**src/rtl/ins_issue_seq.sv**
```systemverilog
// Instruction fetch/issue sequencer: streams instructions from the instruction SRAM to CONTROL
// back-to-back, holding repeat-type opcodes for their repeat count and freezing on stall.
module ins_issue_seq #(
    parameter int INSWIDTH      = 19,
    parameter int INS_ADDRWIDTH = 10,
    parameter int REPWIDTH      = 8
) (
    input  logic                     clk,
    input  logic                     rst_n,
    input  logic                     start,
    input  logic [INS_ADDRWIDTH-1:0] start_addr,
    input  logic                     stall,
    output logic                     ins_rd_en,
    output logic [INS_ADDRWIDTH-1:0] ins_addr,
    input  logic [INSWIDTH-1:0]      ins_rdata,
    output logic [INSWIDTH-1:0]      ins_data,
    output logic                     ins_valid,
    output logic                     busy,
    output logic                     done
);

    localparam logic [2:0] OP_MAC_R = 3'b001;
    localparam logic [2:0] OP_ADD   = 3'b011;
    localparam logic [2:0] OP_END   = 3'b100;
    localparam logic [2:0] OP_MULTI = 3'b101;
    localparam logic [INSWIDTH-1:0]      NOP      = {3'b111, {(INSWIDTH-3){1'b0}}};
    localparam logic [INS_ADDRWIDTH-1:0] ADDR_ONE = 1;
    localparam logic [REPWIDTH-1:0]      REP_ONE  = 1;

    typedef enum logic [1:0] {S_IDLE, S_FETCH, S_ISSUE, S_DONE} state_t;

    state_t                     state_q, state_d;
    logic [INS_ADDRWIDTH-1:0]   pc_q;
    logic [REPWIDTH-1:0]        rep_q;
    logic                       accept, load_ins, pc_inc, rep_dec, finish;
    logic [2:0]                 op_cur, op_rd;

    assign op_cur = ins_data[INSWIDTH-1 -: 3];
    assign op_rd  = ins_rdata[INSWIDTH-1 -: 3];

    // Remaining extra cycles after the first one; only repeat-type opcodes hold longer.
    function automatic logic [REPWIDTH-1:0] hold_rep(input logic [2:0] op,
                                                     input logic [REPWIDTH-1:0] field);
        if (op == OP_MAC_R || op == OP_ADD || op == OP_MULTI) return field;
        return '0;
    endfunction

    always_ff @(posedge clk or negedge rst_n) begin
        if (!rst_n) state_q <= S_IDLE;
        else        state_q <= state_d;
    end

    always_comb begin
        state_d   = state_q;
        ins_rd_en = 1'b0;
        ins_addr  = pc_q;
        accept    = 1'b0;
        load_ins  = 1'b0;
        pc_inc    = 1'b0;
        rep_dec   = 1'b0;
        finish    = 1'b0;
        case (state_q)
            S_IDLE: begin
                if (start) begin
                    accept  = 1'b1;
                    state_d = S_FETCH;
                end
            end
            S_FETCH: begin
                // The read is already committed, so stall has no effect here.
                ins_rd_en = 1'b1;
                load_ins  = 1'b1;
                state_d   = S_ISSUE;
            end
            S_ISSUE: begin
                if (!stall) begin
                    if (rep_q != '0) begin
                        rep_dec = 1'b1;
                    end else if (op_cur == OP_END) begin
                        finish  = 1'b1;
                        state_d = S_DONE;
                    end else begin
                        // Prefetch in the final hold cycle so the next opcode follows with no gap.
                        ins_rd_en = 1'b1;
                        ins_addr  = pc_q + ADDR_ONE;
                        load_ins  = 1'b1;
                        pc_inc    = 1'b1;
                    end
                end
            end
            S_DONE: begin
                state_d = S_IDLE;
            end
            default: state_d = S_IDLE;
        endcase
    end

    always_ff @(posedge clk or negedge rst_n) begin
        if (!rst_n) begin
            pc_q      <= '0;
            rep_q     <= '0;
            ins_data  <= NOP;
            ins_valid <= 1'b0;
            busy      <= 1'b0;
            done      <= 1'b0;
        end else begin
            done <= (state_q == S_DONE);
            if (accept) begin
                pc_q <= start_addr;
                busy <= 1'b1;
            end
            if (state_q == S_DONE) busy <= 1'b0;
            if (pc_inc) pc_q <= pc_q + ADDR_ONE;
            if (load_ins) begin
                ins_data  <= ins_rdata;
                ins_valid <= (op_rd[2:1] != 2'b11);
                rep_q     <= hold_rep(op_rd, ins_rdata[REPWIDTH-1:0]);
            end else if (rep_dec) begin
                rep_q <= rep_q - REP_ONE;
            end
            if (finish) begin
                ins_data  <= NOP;
                ins_valid <= 1'b0;
            end
        end
    end

endmodule
```
**config.mk**
```make
export PLATFORM = sky130hd
export DESIGN_NAME = ins_issue_seq
export DESIGN_NICKNAME = d
export VERILOG_FILES = /design/src/rtl/ins_issue_seq.sv
export SDC_FILE = /design/constraint.sdc
export NUM_CORES = 1
export LEC_CHECK = 0
export ABC_AREA = 1
export CAP_MARGIN = 5
export CORE_AREA = 2 2 83 85
export DETAILED_ROUTE_END_ITERATION = 10
export DIE_AREA = 0 0 85 87
export PLACE_DENSITY = 0.63
export SETUP_SLACK_MARGIN = 0.15
export SLEW_MARGIN = 0
export SYNTH_ARGS = -nofsm -noshare
export SYNTH_HDL_FRONTEND = slang
export SYNTH_SLANG_ARGS = --single-unit
```
**constraint.sdc**
```tcl
create_clock -name clk -period 1.9 [get_ports clk]
set_input_delay 0.38 -clock clk [delete_from_list [all_inputs] [get_ports clk]]
set_output_delay 0.38 -clock clk [all_outputs]
set_load 0.01 [all_outputs]
```
==> results.md <==
* H-tree Lvls at 2
* Sequential fraction of the synthesis area at 0.437
* Total count of max-transition violations in the final report at 0
* Final Net Count at 501
* Met3 capacity usage during global routing at 0.0389
* Worst Setup SP: rep_q[0]$_DFFE_PN0P_
* Fmax at 471 MHz
* Kind of cell with the highest combined delay on the critical path: flip-flops
* Crit-path slowest cell: sky130_fd_sc_hd__dfrtp_1
* Register share of total power at 0.257
* Die Y-Extent at 87 um
* Element type at the critical path end: primary output
* Detail-routed via count per cell at 4.80
* Cell internal pwr at 3.81 mW
* Cell accounting for the most synthesized area: sky130_fd_sc_hd__dfrtp_1
* Total negative setup slack at -2.96 ns
* Clk_skew at 0.0132 ns
* Clock insertion delay at the later pin of the skew report at 0.30 ns
* Final worst path period share at 1.12
* CP Class: reg2out
* Clock slew seen by the registers of the worst setup and hold paths at 0.10 ns
* Flip-flop and latch count after synthesis at 42
* MaxCap Viol Count at 0
* Clock period minus worst slack at 2.12 ns
* End of the critical path: ins_addr[9]
* Total number of vias at 2606
* Net switching power of the design at 2.52 mW
* Starting Density at 0.368
* Worst VDD drop at 718 uV
* Met2 demand-to-capacity share in global routing at 0.336
* Hold Fails Final Rpt at 0
* CTS sink cnt at 42
* Count of inserted antenna diode cells at 0
* Placer's final routability congestion estimate at 0.853
* Fill cell count at 572
* Share of post-route cells with drive strength above 1 at 0.322
* Run status: complete, but fails checks
* Cell count along the critical path at 9
* Std cell rows at 30
* Total of endpoints with negative setup slack in the final report at 27
* Length in cells of the worst reg-to-reg path at 12
* Post-synthesis instance area at 2420 um2
* Failing checks: negative setup slack
* Post-Syn Area per Cell at 7.46 um2
* Crit Path Max Fanout at 5
* Width of the die at 85 um
* Detailed-route DRC error count at 0
* Static leakage at 2.04 nW
* Top cells by area, synth: sky130_fd_sc_hd__dfrtp_1 40%, sky130_fd_sc_hd__nand2_1 16%, sky130_fd_sc_hd__nand3_1 11%
* Power density over cell area at 1560 nW/um2
* Most heavily used metal layer in global routing: met2
* Number of nets still failing antenna checks after routing at 0
* Type of origin of the critical path: register
* Unrepaired setup endpoints after global routing: true
* Ports placed on the boundary at 66
* Synthesized netlist net count at 363
* DRT iter0 DRCs at 76
* Leftover overflow at the end of global routing at 0
* Number of CTS-inserted buffers at 5
* Number of detailed-route iterations in the first pass at 6
* Total routing resource utilization after global routing at 0.190
* Final HPWL DP at 4.96 mm
* Chain of cells forming the critical path: inv_2 > ha_4 > nand2_4 > nor2_4 > nand2_4 > buf_6 > nor2_4 > xor2_2 > buf_2
* Power, Total at 6.33 mW
* Worst min-delay path category: in2async
* Max-slew headroom at 0.629
* Net switching share of the total power at 0.398
* Wire length of the first global-routing pass at 11.4 mm
* Buffers added on ports at 65
* Placement-stage worst setup slack at -0.611 ns
* Post-detailed-route wirelength per cell at 13.1 um
* Part of the total power dissipated in combinational logic at 0.628
* Synth-to-Final Area Change at 68.2%
* Met1 Track Usage GR at 0.238
* Number of antenna violations at the first check in global routing at 0
* Top library cells by usage in the layout, fill and taps aside: 91 x sky130_fd_sc_hd__nand2_1, 63 x sky130_fd_sc_hd__buf_4, 53 x sky130_fd_sc_hd__nand3_1, 49 x sky130_fd_sc_hd__clkdlybuf4s50_1, 39 x sky130_fd_sc_hd__dfrtp_1
* Critical Path Max Stage Delay at 0.41 ns
* Most frequent standard cell in the layout excluding fill and tap cells: sky130_fd_sc_hd__nand2_1
* Clock tree from TritonCTS: done
* Worst Setup Slack, final at -0.224 ns
* Master cell of the clock root buffer: sky130_fd_sc_hd__clkbuf_8
* Worst reg2reg path endpoint: ins_data[2]$_DFFE_PN0P_
* Core box area at 6570 um2
* Share of Yosys cell area claimed by the top area cell type at 0.404
* Register-to-Register Setup Slack at -0.08 ns
* Pin count of the biggest net entering global routing at 41
* Critical path required time at 1.52 ns
* Routed Wire Length at 7.09 mm
* Number of distinct library cells after synthesis at 28
* Synth Warn # at 0
* Vias in the first global route at 2563
* Critical path buffers and inverters at 3
* Die Area at 7400 um2
* Data arrival time at the worst-slack endpoint at 1.74 ns
* Clock Tree Buf Depth at 2
* Transition at the pin with the smallest max-transition slack at 0.557 ns
* Launch instance of the worst register-to-register path: rep_q[0]$_DFFE_PN0P_
* Cell count after synthesis at 324
* Clock network power share at 0.114
==> metrics by stage <==
step / hold WS, ns / std cells / utilization / area (um2)
final: 0.0534 / 543 / 0.619 / 4060
after global routing: 0.0912 / 543 / 0.619 / 4060
after CTS: 0.0654 / 535 / 0.592 / 3890
after detailed placement: 0.398 / 516 / 0.548 / 3600
after global placement: 0.388 / 516 / 0.548 / 3600
after floorplan: 0.0844 / 324 / - / 2480
==> worst min-delay path by stage <==
| stage | startpoint | endpoint | slack (ns) | depth (start not counted) |
|---|---|---|---|---|
| after floorplan | rst_n | busy$_DFFE_PN0P_ | 0.08 | 0 |
| after global placement | rst_n | pc_q[5]$_DFFE_PN0P_ | 0.39 | 1 |
| after detailed placement | rst_n | pc_q[5]$_DFFE_PN0P_ | 0.40 | 1 |
| after CTS | rst_n | rep_q[5]$_DFFE_PN0P_ | 0.07 | 1 |
| after global routing | rst_n | rep_q[5]$_DFFE_PN0P_ | 0.09 | 1 |
| final | rst_n | rep_q[5]$_DFFE_PN0P_ | 0.05 | 1 |
==> area by class of cell <==
type / instances / area [um2] / area share
sequential: 42 / 1050 / 0.260
timing repair buffer: 141 / 1270 / 0.312
timing repair inverter: 1 / 8.76 / 0.00216
tap: 80 / 100 / 0.0246
inverter: 30 / 128 / 0.0314
clock inverter: 3 / 45.0 / 0.0111
multi-input combinational: 241 / 1390 / 0.343
clock buffer: 5 / 68.8 / 0.0169
==> cell families after synthesis <==
group,synth area share
fa+ha+maj,0.0311
simple gates,0.340
xor+xnor,0.0326
buf+inv,0.0777
flops,0.437
compound gates,0.0818
==> synthesized netlist by cell type <==
library cell	count
sky130_fd_sc_hd__nand2_1	102
sky130_fd_sc_hd__nand3_1	54
sky130_fd_sc_hd__dfrtp_1	39
sky130_fd_sc_hd__inv_1	28
sky130_fd_sc_hd__nor2_1	26
sky130_fd_sc_hd__o21ai_0	22
sky130_fd_sc_hd__xor2_1	8
sky130_fd_sc_hd__ha_1	6
sky130_fd_sc_hd__a21oi_1	4
sky130_fd_sc_hd__buf_6	4
sky130_fd_sc_hd__clkbuf_1	4
sky130_fd_sc_hd__buf_2	3
sky130_fd_sc_hd__dfstp_2	3
sky130_fd_sc_hd__o211ai_1	3
sky130_fd_sc_hd__inv_2	2
sky130_fd_sc_hd__nand2_2	2
sky130_fd_sc_hd__nor2_2	2
sky130_fd_sc_hd__nor3_1	2
sky130_fd_sc_hd__a21boi_4	1
sky130_fd_sc_hd__nand2_4	1
sky130_fd_sc_hd__nand3b_1	1
sky130_fd_sc_hd__nand4_1	1
sky130_fd_sc_hd__nor2_4	1
sky130_fd_sc_hd__o21a_1	1
sky130_fd_sc_hd__o21ai_1	1
sky130_fd_sc_hd__o21bai_1	1
sky130_fd_sc_hd__o22ai_1	1
sky130_fd_sc_hd__xnor2_1	1
==> registers in the layout (all words and copies together), names as in the netlist <==
name,flops
rep_q,8
done,1
ins_valid,1
busy,1
ins_data,19
state_q,2
pc_q,10
==> per-layer routing <==
| layer | vias up | part of all wire | wire length (um) |
|---|---|---|---|
| li1 | 1311 | - | - |
| met1 | 1210 | 0.43 | 3080 |
| met2 | 75 | 0.50 | 3520 |
| met3 | 10 | 0.053 | 374 |
| met4 | 0 | 0.016 | 112 |
| met5 | - | 0 | 0 |
==> power by group through the flow <==
stage | registers (mW) | clock network [mW] | logic, mW
finish | 1.63 | 0.725 | 3.98
global route | 1.68 | 0.774 | 4.39
CTS | 1.62 | 0.744 | 3.75
detailed placement | 1.62 | 0 | 3.52
global placement | 1.62 | 0 | 3.43
floorplan | 1.76 | 0 | 1.63
==> what timing repair did <==
action / CTS / global route
hold buffers: 0 / 0
gates resized for setup: 93 / 29
pin swaps: 7 / 8
gates cloned: 2 / 0
setup endpoints to repair: 47 / 48
setup buffers: 9 / 8
No activity file was read; power rests on OpenSTA's default activity.
